$ cat src/rtl/pgm_sprite_scan_if.sv
// Signal bundle between the per-line sprite scanner and the video engine:
// scan control, sprite attribute RAM read port and line-list write port.
interface pgm_sprite_scan_if;
    logic        start;
    logic [8:0]  line;
    logic [10:1] sprite_addr;
    logic [15:0] sprite_dout;
    logic        ent_we;
    logic [4:0]  ent_idx;
    logic [57:0] ent_data;
    logic [8:0]  ent_yoff;
    logic        busy;
    logic        done;
    logic [5:0]  count;
    logic        overflow;

    // Scanner side
    modport master (
        input  start, line, sprite_dout,
        output sprite_addr, ent_we, ent_idx, ent_data, ent_yoff,
               busy, done, count, overflow
    );

    // Video engine side
    modport slave (
        output start, line, sprite_dout,
        input  sprite_addr, ent_we, ent_idx, ent_data, ent_yoff,
               busy, done, count, overflow
    );
endinterface

$ cat src/rtl/pgm_sprite_scan.sv
// Per-scanline sprite list builder: walks attribute RAM five words per sprite
// and writes up to MAX_SPR compacted entries for sprites covering the line.
module pgm_sprite_scan #(
    parameter int MAX_SPR = 32,
    parameter int NUM_SPR = 204
) (
    input  logic               clk,
    input  logic               reset,
    pgm_sprite_scan_if.master  bus
);
    typedef enum logic [1:0] {IDLE, FETCH, EVAL, DONE} state_t;

    localparam logic [9:0] LAST_ADDR = 10'(5 * NUM_SPR - 1);
    localparam logic [5:0] CAP       = 6'(MAX_SPR);

    state_t      state_reg, state_next;
    logic [2:0]  w_reg, w_next;
    logic [9:0]  addr_reg, addr_next;
    logic [8:0]  line_reg, line_next;
    logic [5:0]  count_reg, count_next;
    logic        ovf_reg, ovf_next;
    logic [15:0] word_reg [0:3];

    logic [10:0] d;
    logic        hit;
    logic [4:0]  width;
    logic        we;
    logic        ent_we_int;
    logic        unused_bits;

    // Signed distance from sprite top; bit 10 set means the line is above it.
    assign d     = {2'b00, line_reg} - word_reg[1][10:0];
    assign hit   = !d[10] && ({1'b0, d} < {3'b000, word_reg[0][15:11], 4'b0000});
    assign width = bus.sprite_dout[4:0];

    always_ff @(posedge clk) begin
        if (reset) begin
            state_reg <= IDLE;
            w_reg     <= '0;
            addr_reg  <= '0;
            line_reg  <= '0;
            count_reg <= '0;
            ovf_reg   <= 1'b0;
            for (int i = 0; i < 4; i++) word_reg[i] <= '0;
        end else begin
            state_reg <= state_next;
            w_reg     <= w_next;
            addr_reg  <= addr_next;
            line_reg  <= line_next;
            count_reg <= count_next;
            ovf_reg   <= ovf_next;
            // RAM has one cycle of latency: word w-1 arrives while w is addressed
            if (state_reg == FETCH && w_reg != 3'd0 && !bus.start)
                word_reg[w_reg - 3'd1] <= bus.sprite_dout;
        end
    end

    always_comb begin
        state_next = state_reg;
        w_next     = w_reg;
        addr_next  = addr_reg;
        line_next  = line_reg;
        count_next = count_reg;
        ovf_next   = ovf_reg;
        we         = 1'b0;
        if (bus.start) begin
            state_next = FETCH;
            w_next     = '0;
            addr_next  = '0;
            line_next  = bus.line;
            count_next = '0;
            ovf_next   = 1'b0;
        end else begin
            case (state_reg)
                IDLE: ;
                FETCH: begin
                    if (w_reg == 3'd4) begin
                        state_next = EVAL;
                        w_next     = '0;
                    end else begin
                        w_next    = w_reg + 3'd1;
                        addr_next = addr_reg + 10'd1;
                    end
                end
                EVAL: begin
                    addr_next = addr_reg + 10'd1;
                    if (width == 5'd0) begin
                        state_next = DONE;
                    end else if (hit && count_reg == CAP) begin
                        ovf_next   = 1'b1;
                        state_next = DONE;
                    end else begin
                        if (hit) begin
                            we         = 1'b1;
                            count_next = count_reg + 6'd1;
                        end
                        state_next = (addr_reg == LAST_ADDR) ? DONE : FETCH;
                    end
                end
                DONE:    state_next = IDLE;
                default: state_next = IDLE;
            endcase
        end
    end

    // A reset landing on an EVAL cycle must not leak a write.
    assign ent_we_int      = we && !reset;
    assign bus.ent_we      = ent_we_int;
    assign bus.ent_idx     = ent_we_int ? count_reg[4:0] : 5'd0;
    assign bus.ent_yoff    = ent_we_int ? d[8:0] : 9'd0;
    assign bus.ent_data    = ent_we_int ?
        {word_reg[0][10:0], width, word_reg[0][15:11], word_reg[3][4:0],
         word_reg[2], word_reg[3][15:8], bus.sprite_dout[15:8]} : 58'd0;
    assign bus.sprite_addr = addr_reg;
    assign bus.busy        = (state_reg == FETCH) || (state_reg == EVAL);
    assign bus.done        = (state_reg == DONE);
    assign bus.count       = count_reg;
    assign bus.overflow    = ovf_reg;

    assign unused_bits = ^{bus.sprite_dout[7:5], word_reg[1][15:11], word_reg[3][7:5]};
endmodule

$ cat src/flat_wrapper.sv
// flat-port wrapper written by rule: the top's interface ports become plain ports
module pgm_sprite_scan_flat 
#(
    parameter int MAX_SPR = 32,
    parameter int NUM_SPR = 204
)
  (clk, reset, bus_start, bus_line, bus_sprite_dout, bus_sprite_addr, bus_ent_we, bus_ent_idx, bus_ent_data, bus_ent_yoff, bus_busy, bus_done, bus_count, bus_overflow);
  pgm_sprite_scan_if bus_i ();
  input  logic clk;
  input  logic reset;
  input wire logic [$bits(bus_i.start)-1:0] bus_start;
  input wire logic [$bits(bus_i.line)-1:0] bus_line;
  input wire logic [$bits(bus_i.sprite_dout)-1:0] bus_sprite_dout;
  output wire logic [$bits(bus_i.sprite_addr)-1:0] bus_sprite_addr;
  output wire logic [$bits(bus_i.ent_we)-1:0] bus_ent_we;
  output wire logic [$bits(bus_i.ent_idx)-1:0] bus_ent_idx;
  output wire logic [$bits(bus_i.ent_data)-1:0] bus_ent_data;
  output wire logic [$bits(bus_i.ent_yoff)-1:0] bus_ent_yoff;
  output wire logic [$bits(bus_i.busy)-1:0] bus_busy;
  output wire logic [$bits(bus_i.done)-1:0] bus_done;
  output wire logic [$bits(bus_i.count)-1:0] bus_count;
  output wire logic [$bits(bus_i.overflow)-1:0] bus_overflow;
  assign bus_i.start = bus_start;
  assign bus_i.line = bus_line;
  assign bus_i.sprite_dout = bus_sprite_dout;
  assign bus_sprite_addr = bus_i.sprite_addr;
  assign bus_ent_we = bus_i.ent_we;
  assign bus_ent_idx = bus_i.ent_idx;
  assign bus_ent_data = bus_i.ent_data;
  assign bus_ent_yoff = bus_i.ent_yoff;
  assign bus_busy = bus_i.busy;
  assign bus_done = bus_i.done;
  assign bus_count = bus_i.count;
  assign bus_overflow = bus_i.overflow;
  pgm_sprite_scan #(.MAX_SPR(MAX_SPR), .NUM_SPR(NUM_SPR)) u_core (.clk(clk), .reset(reset), .bus(bus_i));
endmodule
$ cat config.mk
export PLATFORM = sky130hd
export DESIGN_NAME = pgm_sprite_scan_flat
export DESIGN_NICKNAME = d
export VERILOG_FILES = /design/src/rtl/pgm_sprite_scan_if.sv /design/src/rtl/pgm_sprite_scan.sv /design/src/flat_wrapper.sv
export SDC_FILE = /design/constraint.sdc
export NUM_CORES = 1
export LEC_CHECK = 0
export CAP_MARGIN = 20
export CORE_AREA = 8 8 141 90
export DETAILED_ROUTE_END_ITERATION = 7
export DIE_AREA = 0 0 149 98
export PLACE_DENSITY_LB_ADDON = 0.12
export SYNTH_ARGS = -nofsm -noshare
export SYNTH_HDL_FRONTEND = slang
export SYNTH_SLANG_ARGS = --single-unit
$ cat constraint.sdc
create_clock -name clk -period 5.15 [get_ports clk]
set_input_delay 0.7725 -clock clk [delete_from_list [all_inputs] [get_ports clk]]
set_output_delay 0.7725 -clock clk [all_outputs]
set_load 0.05 [all_outputs]
==> run summary <==
The number of synthesized flops with an enable pin came out at 56. The worst register-to-register path begins at u_core.word_reg[1][3]$_SDFFCE_PN0P_. The setup violation total in the final timing report is 0. The final worst-path cycle share is 0.956. Internal power comes to 1.16 mW. The delay contributed by the slowest stage of the critical path is 0.35 ns. TritonCTS built the clock tree. The clock latency on the worst-skew pair came out at 0.34 ns. For this configuration, the core starts out at a cell density of 0.432.

The number of failing hold endpoints at the final stage is 0. The number of clock sinks seen by CTS came out at 87. The number of cells on the worst reg-to-reg path came out at 16. The setup slack of the most critical reg-to-reg path is 1.31 ns. 120 I/O pins were placed.

The cell with the largest stage delay on the worst path is ha_1. The netlist area before placement is 0.00467 mm². The count of different cell masters after synthesis is 49. The clock arrives with 0.00571 ns of skew.

The layout-stage area growth over the synthesis result came out at 50.4%. The analysis attributes to net switching a power of 0.393 mW. Of all cell types, the one taking the most synthesized area is edfxtp_1. The worst setup path is captured at an output port.

The first global-routing pass estimated 20900 µm of wire. The via count of the first global-routing pass came out at 3758. The total nets after synthesis is 506.

The clock transition at the register clock pins on the worst setup and hold paths after CTS came out at 0.06 ns. Counting flops and latches in the post-synthesis netlist gives 87. The max-slew violation total from the final report came to 0. The number of diodes came out at 0.

The final global-route overflow total is 0. VDD sags by at most 0.178 mV. The initial antenna violation count came to 0. The total cell area at the placement stage came out at 0.00666 mm². The floorplan step set the die height to 98 µm. The sequential-to-total area share from yosys stat is 0.493. The share of total power dissipated in combinational logic is 0.124. The area share of the leading cell type in the synthesized netlist came out at 0.360. The worst hold path endpoint is u_core.bus.overflow$_SDFFE_PP0P_.

Summed over all nets, the half-perimeter wirelength after detailed placement is 9680 µm. For this run, asynchronously set or reset flops after synthesis account for 0. The flow ran to the end, and the final reports show no timing, DRC or antenna violations. The number of nets still failing antenna checks after routing is 0.

The most common cell after layout, fill and taps aside is and2_1. The floorplan has 30 rows. Of the cells placed in the final design, the portion with a size suffix greater than 1 is 0.207. The source of the worst hold timing path is u_core.bus.overflow$_SDFFE_PP0P_.

By area the synthesized netlist is led by edfxtp_1, and2_1, dfxtp_1, ha_1, mux2i_1. Along the worst hold path, the cell count comes to 1. The maximum net fanout on the critical path is 27. In this run the static leakage power is 2.75 nW. The class of the tightest hold or removal check is reg -> reg.

In this run, post-CTS hold repair placed 0 buffers. The final weighted congestion of routability-driven global placement is 0.881. Averaged over all synthesized cells, the footprint is 10.3 µm².

Entering global routing, the biggest net connects 55 pins. The maximum clock frequency is 0.203 GHz. The share of total power dissipated in sequential elements is 0.497.

The violation count after the first detailed-route iteration is 268. The floorplan step set the die width to 149 µm. For this run, the leading register cell type out of synthesis is edfxtp_1.

The via count is 3772. For the worst setup path, the data required time is 4.38 ns. The setup path with the least slack is of type reg -> out. STA classifies the critical path startpoint as a flop.

The gate family responsible for the most delay along the worst path is compound AO/OA/AOI/OAI gates. STA puts the critical path data arrival time at 4.15 ns. The signal on the critical path passes through inv_1 -> ha_1 -> a21o_1 -> a21oi_2 -> a21oi_2 -> o21ai_1 -> nor3b_2 -> nor2_1 -> ha_1 -> a21o_1 -> a21oi_1 -> o21ai_0 -> a211o_1 -> nor3_4 -> buf_12 -> clkbuf_16 -> and2_1 -> buf_12. The area inside the core boundary is 0.0108 mm². The clock tree synthesis step divided the H-tree into 3 levels.

The routed via count divided by cell count is 5.17. The headroom to the max-slew limit came out at 0.649. The capturing point of the worst reg2reg path is u_core.bus.count[5]$_SDFFE_PP0P_. The final critical path time including I/O delays and setup came out at 4.92 ns. The iteration count of the initial detailed-routing pass is 4. The worst-margin pin slew came out at 0.527 ns.

The net count reported at finish came out at 633. Once layout is done, the placed cells without fillers occupy 0.00702 mm². The fraction of power spent switching nets came out at 0.253. The CTS buffer count came out at 9. The power density of the placed cells came out at 222 mW/mm². The number of maximum-capacitance violations is 0. During placement, the flow inserted port buffers numbering 119. The total die area is 0.0146 mm². The average routed wire per standard cell came out at 18.3 µm. Synthesis produced 455 cells. The aggregate global-route resource usage is 0.183. Leaving out fill and tap cells, the most frequent cells in the layout are and2_1, buf_12, edfxtp_1. Of the total power, the clock network draws 0.379. The number of buffer and inverter stages on the critical path came out at 4. The final hold slack is 0.470 ns.

The number of remaining DRC errors came out at 0. Wires add up to 13300 µm. The total of warnings raised by yosys came out at 0. The number of flip-flops in the largest register is 56. The cell sitting at the root of the clock tree is a clkbuf_16.

The clock passes through at most 2 buffers.
cells in the mapped netlist (4+ instances only):
cell / number
and2_1: 117
inv_1: 24
clkbuf_1: 14
nor3_1: 4
edfxtp_1: 56
nand2_1: 15
xnor2_1: 4
o31ai_1: 4
o21ai_0: 12
mux2i_1: 13
or4_1: 5
or2_2: 4
nor2b_1: 4
xor2_1: 7
nor4_1: 10
nor2_1: 33
a21oi_1: 18
nand4_1: 5
nand3_1: 4
ha_1: 22
dfxtp_1: 31
or3_1: 4
nor3b_1: 6
layer usage:
| layer | routed length (µm) | up-vias | global-route usage |
|---|---|---|---|
| met5 | 0 | - | 0 |
| met4 | 140 | 0 | 0.0494 |
| met2 | 5430 | 137 | 0.245 |
| met1 | 6210 | 1801 | 0.250 |
| li1 | - | 1823 | - |
| met3 | 1530 | 11 | 0.0924 |
cell families (layout without fill, tap and decap cells):
group | Yosys count | after routing | share of synthesized area
AOI/OAI and AO/OA | 54 | 54 | 0.0759
xor gates and xnor gates | 11 | 11 | 0.0206
adders and majority gates | 23 | 23 | 0.0633
buffers and inverters | 45 | 175 | 0.0402
DFF | 87 | 87 | 0.493
muxes | 14 | 14 | 0.0303
and+or+nand+nor | 221 | 221 | 0.276
power by group through the flow:
stage          logic (mW)  clock network, mW  registers, mW
2_1_floorplan       0.117                  0          0.786
3_3_place_gp        0.180                  0          0.787
3_5_place_dp        0.186                  0          0.788
4_1_cts             0.187              0.601          0.773
5_1_grt             0.212              0.630          0.775
6_report            0.193              0.590          0.773
per-stage QoR:
step                worst slack, ns  TNS [ns]  instances  power, mW   util
floorplan                    -0.210     -1.63        455      0.903      -
detailed placement            0.302         0        712      0.974  0.616
global route                -0.0283    -0.347        729       1.62  0.649
CTS                          0.0189         0        726       1.56  0.641
finish                        0.226         0        729       1.56  0.649
global placement              0.508         0        712      0.967  0.616
how the worst max path moves through the flow:
stage / start / endpoint / slack, ns / depth (start not counted)
after floorplan: u_core.word_reg[1][3]$_SDFFCE_PN0P_ / bus_ent_yoff[2] / -0.21 / 16
after global placement: u_core.word_reg[1][3]$_SDFFCE_PN0P_ / bus_ent_data[57] / 0.51 / 17
after detailed placement: u_core.word_reg[1][3]$_SDFFCE_PN0P_ / bus_ent_data[57] / 0.30 / 17
after CTS: u_core.word_reg[1][1]$_SDFFCE_PN0P_ / bus_ent_data[35] / 0.02 / 17
after global routing: u_core.word_reg[1][3]$_SDFFCE_PN0P_ / bus_ent_data[35] / -0.03 / 18
final: u_core.word_reg[1][3]$_SDFFCE_PN0P_ / bus_ent_data[17] / 0.23 / 18
layout make-up:
class,count,area (µm²)
fillers,853,3790
inverters,24,90.1
multi-input cells,323,2210
clock inverters,5,35.0
flip-flops and latches,87,2300
clock buffers,9,225
repair buffers,137,1970
well taps,144,180
what timing repair did:
item                       CTS  global route
pin swaps                    0             2
resized for setup            1            11
gates cloned                 0             1
setup endpoints to repair   54            73
buffers inserted             0             2
hold endpoints to repair     0             0
Power figures use the tool's default switching activity.
